<file path="src/rtl/serial_rx_pkg.sv">
// Shared types and defaults for the synchronous-sampled serial receiver.
// Holds the FSM state encoding and the bit-counter width helper.
package serial_rx_pkg;

  localparam int DEF_DATA_W      = 8;
  localparam int DEF_SYNC_STAGES = 2;

  typedef enum logic {
    IDLE  = 1'b0,
    SHIFT = 1'b1
  } rx_state_e;

  // A one-bit word still needs a one-bit counter so the vectors stay legal.
  function automatic int cnt_width(input int w);
    return (w > 1) ? $clog2(w) : 1;
  endfunction

endpackage

</file>
<file path="src/rtl/serial_rx_if.sv">
// Consumer-side bundle of the serial receiver: word, status flags and acknowledges.
// master = receiver (drives data/flags), slave = consumer (drives rd_i/clr_i).
interface serial_rx_if #(
  parameter int DATA_W = serial_rx_pkg::DEF_DATA_W
);

  logic [DATA_W-1:0] data_o;
  logic              valid_o;
  logic              overrun_o;
  logic              frame_err_o;
  logic              rd_i;
  logic              clr_i;

  modport master (
    output data_o,
    output valid_o,
    output overrun_o,
    output frame_err_o,
    input  rd_i,
    input  clr_i
  );

  modport slave (
    input  data_o,
    input  valid_o,
    input  overrun_o,
    input  frame_err_o,
    output rd_i,
    output clr_i
  );

endinterface

</file>
<file path="src/rtl/serial_rx_sync_ff.sv">
// Multi-flop synchronizer for one asynchronous bit; latency DEPTH clk cycles.
// No backpressure; the reset value sets the idle level seen before the first sample.
module sync_ff #(
  parameter int   DEPTH   = 2,
  parameter logic RST_VAL = 1'b0
) (
  input  logic clk,
  input  logic rst,
  input  logic d,
  output logic q
);

  logic [DEPTH-1:0] chain;

  always_ff @(posedge clk or negedge rst) begin
    if (!rst) begin
      chain <= {DEPTH{RST_VAL}};
    end else begin
      chain <= {chain[DEPTH-2:0], d};
    end
  end

  assign q = chain[DEPTH-1];

endmodule

</file>
<file path="src/rtl/serial_rx.sv">
// Serial word receiver: oversamples sclk/sdi/cs_n in clk, shifts MSB first, posts words.
// Word visible SYNC_STAGES+1 clk edges after the sclk rise; no stall, overrun flagged instead.
module serial_rx
  import serial_rx_pkg::*;
#(
  parameter int DATA_W      = DEF_DATA_W,
  parameter int SYNC_STAGES = DEF_SYNC_STAGES
) (
  input  logic          clk,
  input  logic          rst,
  input  logic          sclk_i,
  input  logic          sdi_i,
  input  logic          cs_n_i,
  serial_rx_if.master   bus
);

  localparam int              CNT_W = cnt_width(DATA_W);
  localparam logic [CNT_W-1:0] LAST = CNT_W'(DATA_W - 1);

  logic sclk_s;
  logic sdi_s;
  logic cs_n_s;

  sync_ff #(.DEPTH(SYNC_STAGES), .RST_VAL(1'b0)) u_sync_sclk (
    .clk (clk),
    .rst (rst),
    .d   (sclk_i),
    .q   (sclk_s)
  );

  sync_ff #(.DEPTH(SYNC_STAGES), .RST_VAL(1'b0)) u_sync_sdi (
    .clk (clk),
    .rst (rst),
    .d   (sdi_i),
    .q   (sdi_s)
  );

  sync_ff #(.DEPTH(SYNC_STAGES), .RST_VAL(1'b1)) u_sync_cs_n (
    .clk (clk),
    .rst (rst),
    .d   (cs_n_i),
    .q   (cs_n_s)
  );

  rx_state_e         state_q;
  rx_state_e         state_d;
  logic              sclk_q;
  logic              cs_n_q;
  logic [CNT_W-1:0]  bit_cnt;
  logic [DATA_W-1:0] shreg;
  logic [DATA_W-1:0] data_q;
  logic              valid_q;
  logic              overrun_q;
  logic              frame_err_q;
  logic              frame_err_d;

  logic              cs_fall;
  logic              bit_evt;
  logic              bit_act;
  logic              word_done;
  logic              enter_shift;
  logic [DATA_W-1:0] word_nxt;

  assign cs_fall     = cs_n_q & ~cs_n_s;
  assign bit_evt     = sclk_s & ~sclk_q & ~cs_n_s;
  assign bit_act     = bit_evt && (state_q == SHIFT);
  assign word_done   = bit_act && (bit_cnt == LAST);
  assign enter_shift = (state_q == IDLE) && (state_d == SHIFT);
  assign word_nxt    = {shreg[DATA_W-2:0], sdi_s};

  always_comb begin
    state_d     = state_q;
    frame_err_d = 1'b0;
    case (state_q)
      IDLE: begin
        if (cs_fall) begin
          state_d = SHIFT;
        end
      end
      SHIFT: begin
        if (cs_n_s) begin
          state_d     = IDLE;
          frame_err_d = (bit_cnt != '0);
        end
      end
      default: begin
        state_d = IDLE;
      end
    endcase
  end

  always_ff @(posedge clk or negedge rst) begin
    if (!rst) begin
      state_q     <= IDLE;
      sclk_q      <= 1'b0;
      cs_n_q      <= 1'b1;
      frame_err_q <= 1'b0;
    end else begin
      state_q     <= state_d;
      sclk_q      <= sclk_s;
      cs_n_q      <= cs_n_s;
      frame_err_q <= frame_err_d;
    end
  end

  // Counter wraps at the word boundary so back-to-back words share one frame.
  always_ff @(posedge clk or negedge rst) begin
    if (!rst) begin
      bit_cnt <= '0;
      shreg   <= '0;
    end else if (enter_shift) begin
      bit_cnt <= '0;
      shreg   <= '0;
    end else if (bit_act) begin
      bit_cnt <= (bit_cnt == LAST) ? '0 : bit_cnt + 1'b1;
      shreg   <= word_nxt;
    end
  end

  // A completing word always wins over a same-cycle read; overrun only if unread.
  always_ff @(posedge clk or negedge rst) begin
    if (!rst) begin
      data_q    <= '0;
      valid_q   <= 1'b0;
      overrun_q <= 1'b0;
    end else begin
      if (word_done) begin
        data_q  <= word_nxt;
        valid_q <= 1'b1;
      end else if (bus.rd_i) begin
        valid_q <= 1'b0;
      end

      if (word_done && valid_q && !bus.rd_i) begin
        overrun_q <= 1'b1;
      end else if (bus.clr_i) begin
        overrun_q <= 1'b0;
      end
    end
  end

  assign bus.data_o      = data_q;
  assign bus.valid_o     = valid_q;
  assign bus.overrun_o   = overrun_q;
  assign bus.frame_err_o = frame_err_q;

endmodule
</file>
<file path="src/flat_wrapper.sv">
// flat-port wrapper written by rule: the top's interface ports become plain ports
module serial_rx_flat import serial_rx_pkg::*;
#(
  parameter int DATA_W      = DEF_DATA_W,
  parameter int SYNC_STAGES = DEF_SYNC_STAGES
)
  (clk, rst, sclk_i, sdi_i, cs_n_i, bus_data_o, bus_valid_o, bus_overrun_o, bus_frame_err_o, bus_rd_i, bus_clr_i);
  serial_rx_if #(.DATA_W(DATA_W)) bus_i ();
  input  logic clk;
  input  logic rst;
  input  logic sclk_i;
  input  logic sdi_i;
  input  logic cs_n_i;
  output wire logic [$bits(bus_i.data_o)-1:0] bus_data_o;
  output wire logic [$bits(bus_i.valid_o)-1:0] bus_valid_o;
  output wire logic [$bits(bus_i.overrun_o)-1:0] bus_overrun_o;
  output wire logic [$bits(bus_i.frame_err_o)-1:0] bus_frame_err_o;
  input wire logic [$bits(bus_i.rd_i)-1:0] bus_rd_i;
  input wire logic [$bits(bus_i.clr_i)-1:0] bus_clr_i;
  assign bus_data_o = bus_i.data_o;
  assign bus_valid_o = bus_i.valid_o;
  assign bus_overrun_o = bus_i.overrun_o;
  assign bus_frame_err_o = bus_i.frame_err_o;
  assign bus_i.rd_i = bus_rd_i;
  assign bus_i.clr_i = bus_clr_i;
  serial_rx #(.DATA_W(DATA_W), .SYNC_STAGES(SYNC_STAGES)) u_core (.clk(clk), .rst(rst), .sclk_i(sclk_i), .sdi_i(sdi_i), .cs_n_i(cs_n_i), .bus(bus_i));
endmodule
</file>
<file path="config.mk">
export PLATFORM = sky130hd
export DESIGN_NAME = serial_rx_flat
export DESIGN_NICKNAME = d
export VERILOG_FILES = /design/src/rtl/serial_rx_pkg.sv /design/src/rtl/serial_rx_if.sv /design/src/rtl/serial_rx_sync_ff.sv /design/src/rtl/serial_rx.sv /design/src/flat_wrapper.sv
export SDC_FILE = /design/constraint.sdc
export NUM_CORES = 1
export LEC_CHECK = 0
export ABC_AREA = 1
export CAP_MARGIN = 25
export CORE_MARGIN = 3
export CORE_UTILIZATION = 51
export DETAILED_ROUTE_END_ITERATION = 12
export DONT_BUFFER_PORTS = 1
export GPL_TIMING_DRIVEN = 1
export HOLD_SLACK_MARGIN = 0.15
export PLACE_DENSITY = 0.66
export SYNTH_ARGS = -nofsm -noshare
export SYNTH_HDL_FRONTEND = slang
export SYNTH_SLANG_ARGS = --single-unit
</file>
<file path="constraint.sdc">
create_clock -name clk -period 2.3 [get_ports clk]
set_clock_uncertainty 0.05 [all_clocks]
set_input_delay 0 -clock clk [delete_from_list [all_inputs] [get_ports clk]]
set_output_delay 0 -clock clk [all_outputs]
set_load 0.03 [all_outputs]
</file>
==> impl_results.md <==
* Count leader, synth: nand2_1
* Worst skew pair latency at 330 ps
* Hold_ws at 166 ps
* Synthesized flop and latch total at 30
* ANT nets after route at 0
* Leakage power at 0.740 nW
* Post-synthesis cell type count at 18
* DRT Pass-1 Iters at 4
* Layout cell share with drive strength beyond 1 at 16.2%
* Initial antenna violation count at 0
* Worst path required time at 2480 ps
* CP startpoint kind: flop
* Worst-margin pin slew at 395 ps
* Max VDD drop at 0.516 mV
* CTS clk-pin slew, worst paths at 90 ps
* Setup TNS at 0 ps
* DP HPWL at 1280 µm
* Num CTS Buffers at 5
* Top delay family on crit path: adder cells
* Chip height at 54.7 µm
* Starting density of the core at 54.2%
* Yosys warnings at 0
* Antenna cell count at 0
* Top cells by area, synth: dfrtp_1 56%, nand2_1 12%, nand3_1 7.9%, dfstp_2 6.5%, nand3_2 3.3%
* Slew Limit Fails at 0
* Power density over cell area at 687 mW/mm²
* Iteration-0 DRC Markers at 18
* Clk sinks at 30
* Critical Path Sink Type: flop
* CP max stage cell: dfrtp_1
* Max-capacitance violation count at 0
* Max-slew headroom at 73.7%
* Buf/Inv on CP at 0
* FILL cells at 192
* Max Freq at 658 MHz
* Post-synth top cells: 39 x nand2_1, 27 x dfrtp_1, 19 x nand3_1
* RSZ-0062 raised after global routing: no
* Pin count of the biggest net entering global routing at 28
* Routed wire length per instance at 12.4 µm
* Post-Syn Area at 0.00121 mm²
* Post-route DRC violation count at 0
* Post-layout util at 61.8%
* Area of the core at 0.00223 mm²
* Routed vias at 798
* Worst setup margin at 780 ps
* Row count at 17
* Ys flop type: dfrtp_1
* All-Layer GR Usage at 16.8%
* Syn_area_per_cell at 10.4 µm²
* Postcts setup bufs at 0
* Post_cts resized at 0
* Period utilization at 66.1%
* Status: finished clean
* Nets at 139
* Remaining Overflow, GRT at 0
* Pre-CTS WS at 762 ps
* Die area at 0.00299 mm²
* Synth Instances at 116
* Ports at 18
* Post-synth EDFFs at 0
* Power, Total at 0.949 mW
* CP cell instances: ha_1 > ha_1 > nand3_2 > nand2_1 > nand2_1
* Register area share after synthesis at 62.4%
* Min-delay worst type: in -> async
* Port Buffers at 0
* Final Hold Viols at 0
* First-pass GRT wire length at 3330 µm
* H-tree depth at 2
* Root Buffer: clkbuf_4
* Ys async rst share at 100%
* Post-Route WL at 1960 µm
* Number of global-route vias before repair at 738
* Synthesized net count at 126
* CTS tree: built
* Hold Buf Count CTS at 9
* GPL Wtd Cong at 0.759
* P&R area growth vs syn at 14.1%
* Vias per inst at 5.05
* Worst EP arrival at 1700 ps
* Post-synth top area share at 55.8%
* Clock Path Buffers at 2
* Kind of critical path: reg -> reg
* Fin crit period at 1520 ps
* Leading area contributor after synthesis: dfrtp_1
* Delay of the slowest cell on the worst path at 400 ps
* Crit Path Max Fanout at 11
* Die X-Extent at 54.7 µm
* Final setup vio count at 0
cells by family after synthesis:
| family | share of synthesized area [%] |
|---|---|
| simple gates | 27.8 |
| flops | 62.4 |
| fa+ha+maj | 3.10 |
| buf+inv | 5.69 |
| compound gates | 1.03 |
power by group:
part | internal [mW] | total, mW | switching (mW) | leakage, nW
combinational | 0.0275 | 0.0651 | 0.0376 | 0.311
sequential | 0.546 | 0.561 | 0.0143 | 0.394
clock | 0.148 | 0.323 | 0.175 | 0.0353
worst min-delay path: cells and delay by family:
kind / cells / cell delay, ps
buf+inv: 3 / 900
placed cells by master, fill, tap and decap left out, types with 2 or more instances in the layout:
cell type,netlist,final
clkbuf_4,1,5
nand3_1,19,19
dfrtp_1,27,27
dfstp_2,3,3
nand2_1,39,39
nand3_2,4,4
dlygate4sd3_1,0,7
buf_12,1,2
ha_1,3,3
inv_1,8,8
nor2_1,3,3
state kept, by name (all words and copies together), names as in the netlist:
name                      flops
u_core.bus.frame_err_o        1
u_core.u_sync_sdi.chain       2
u_core.shreg                  7
u_core.state_q                1
u_core.bus.data_o             8
u_core.u_sync_sclk.chain      2
u_core.bus.overrun_o          1
u_core.bit_cnt                3
u_core.sclk_q                 1
u_core.u_sync_cs_n.chain      2
u_core.bus.valid_o            1
u_core.cs_n_q                 1
stage by stage:
step,cell area (µm²),std cells
detailed placement,1210,141
global route,1380,158
floorplan,1210,116
finish,1380,158
CTS,1380,158
global placement,1210,141
layer usage:
| metal | GRT usage, % | up-vias | wire length [µm] |
|---|---|---|---|
| met5 | 0 | - | 0 |
| met3 | 8.45 | 4 | 130 |
| met1 | 21.1 | 368 | 973 |
| met4 | 8.71 | 0 | 19 |
| li1 | - | 398 | - |
| met2 | 23.2 | 28 | 835 |
cell type report:
class | count | area [µm²] | area share (%)
Clock buffer | 7 | 55.1 | 3.99
Timing Repair Buffer | 9 | 110 | 7.98
Multi-Input combinational cell | 74 | 387 | 28.0
Tap cell | 28 | 35.0 | 2.54
Inverter | 9 | 33.8 | 2.45
Clock inverter | 1 | 5.00 | 0.363
Sequential cell | 30 | 754 | 54.7
final timing paths:
kind,cells after the start,end,start,slack [ps]
min in group clk,1,u_core.u_sync_sdi.chain[0],sdi_i,180
max reg2reg,5,u_core.bus.data_o[4],u_core.bit_cnt[0],780
min,3,u_core.shreg[6],rst,170
max in group asynchronous,3,u_core.u_sync_sclk.chain[1],rst,1880
min reg2reg,0,u_core.u_sync_sdi.chain[1],u_core.u_sync_sdi.chain[0],310
max,5,u_core.bus.data_o[4],u_core.bit_cnt[0],780
(Power assumes the default switching activity.)
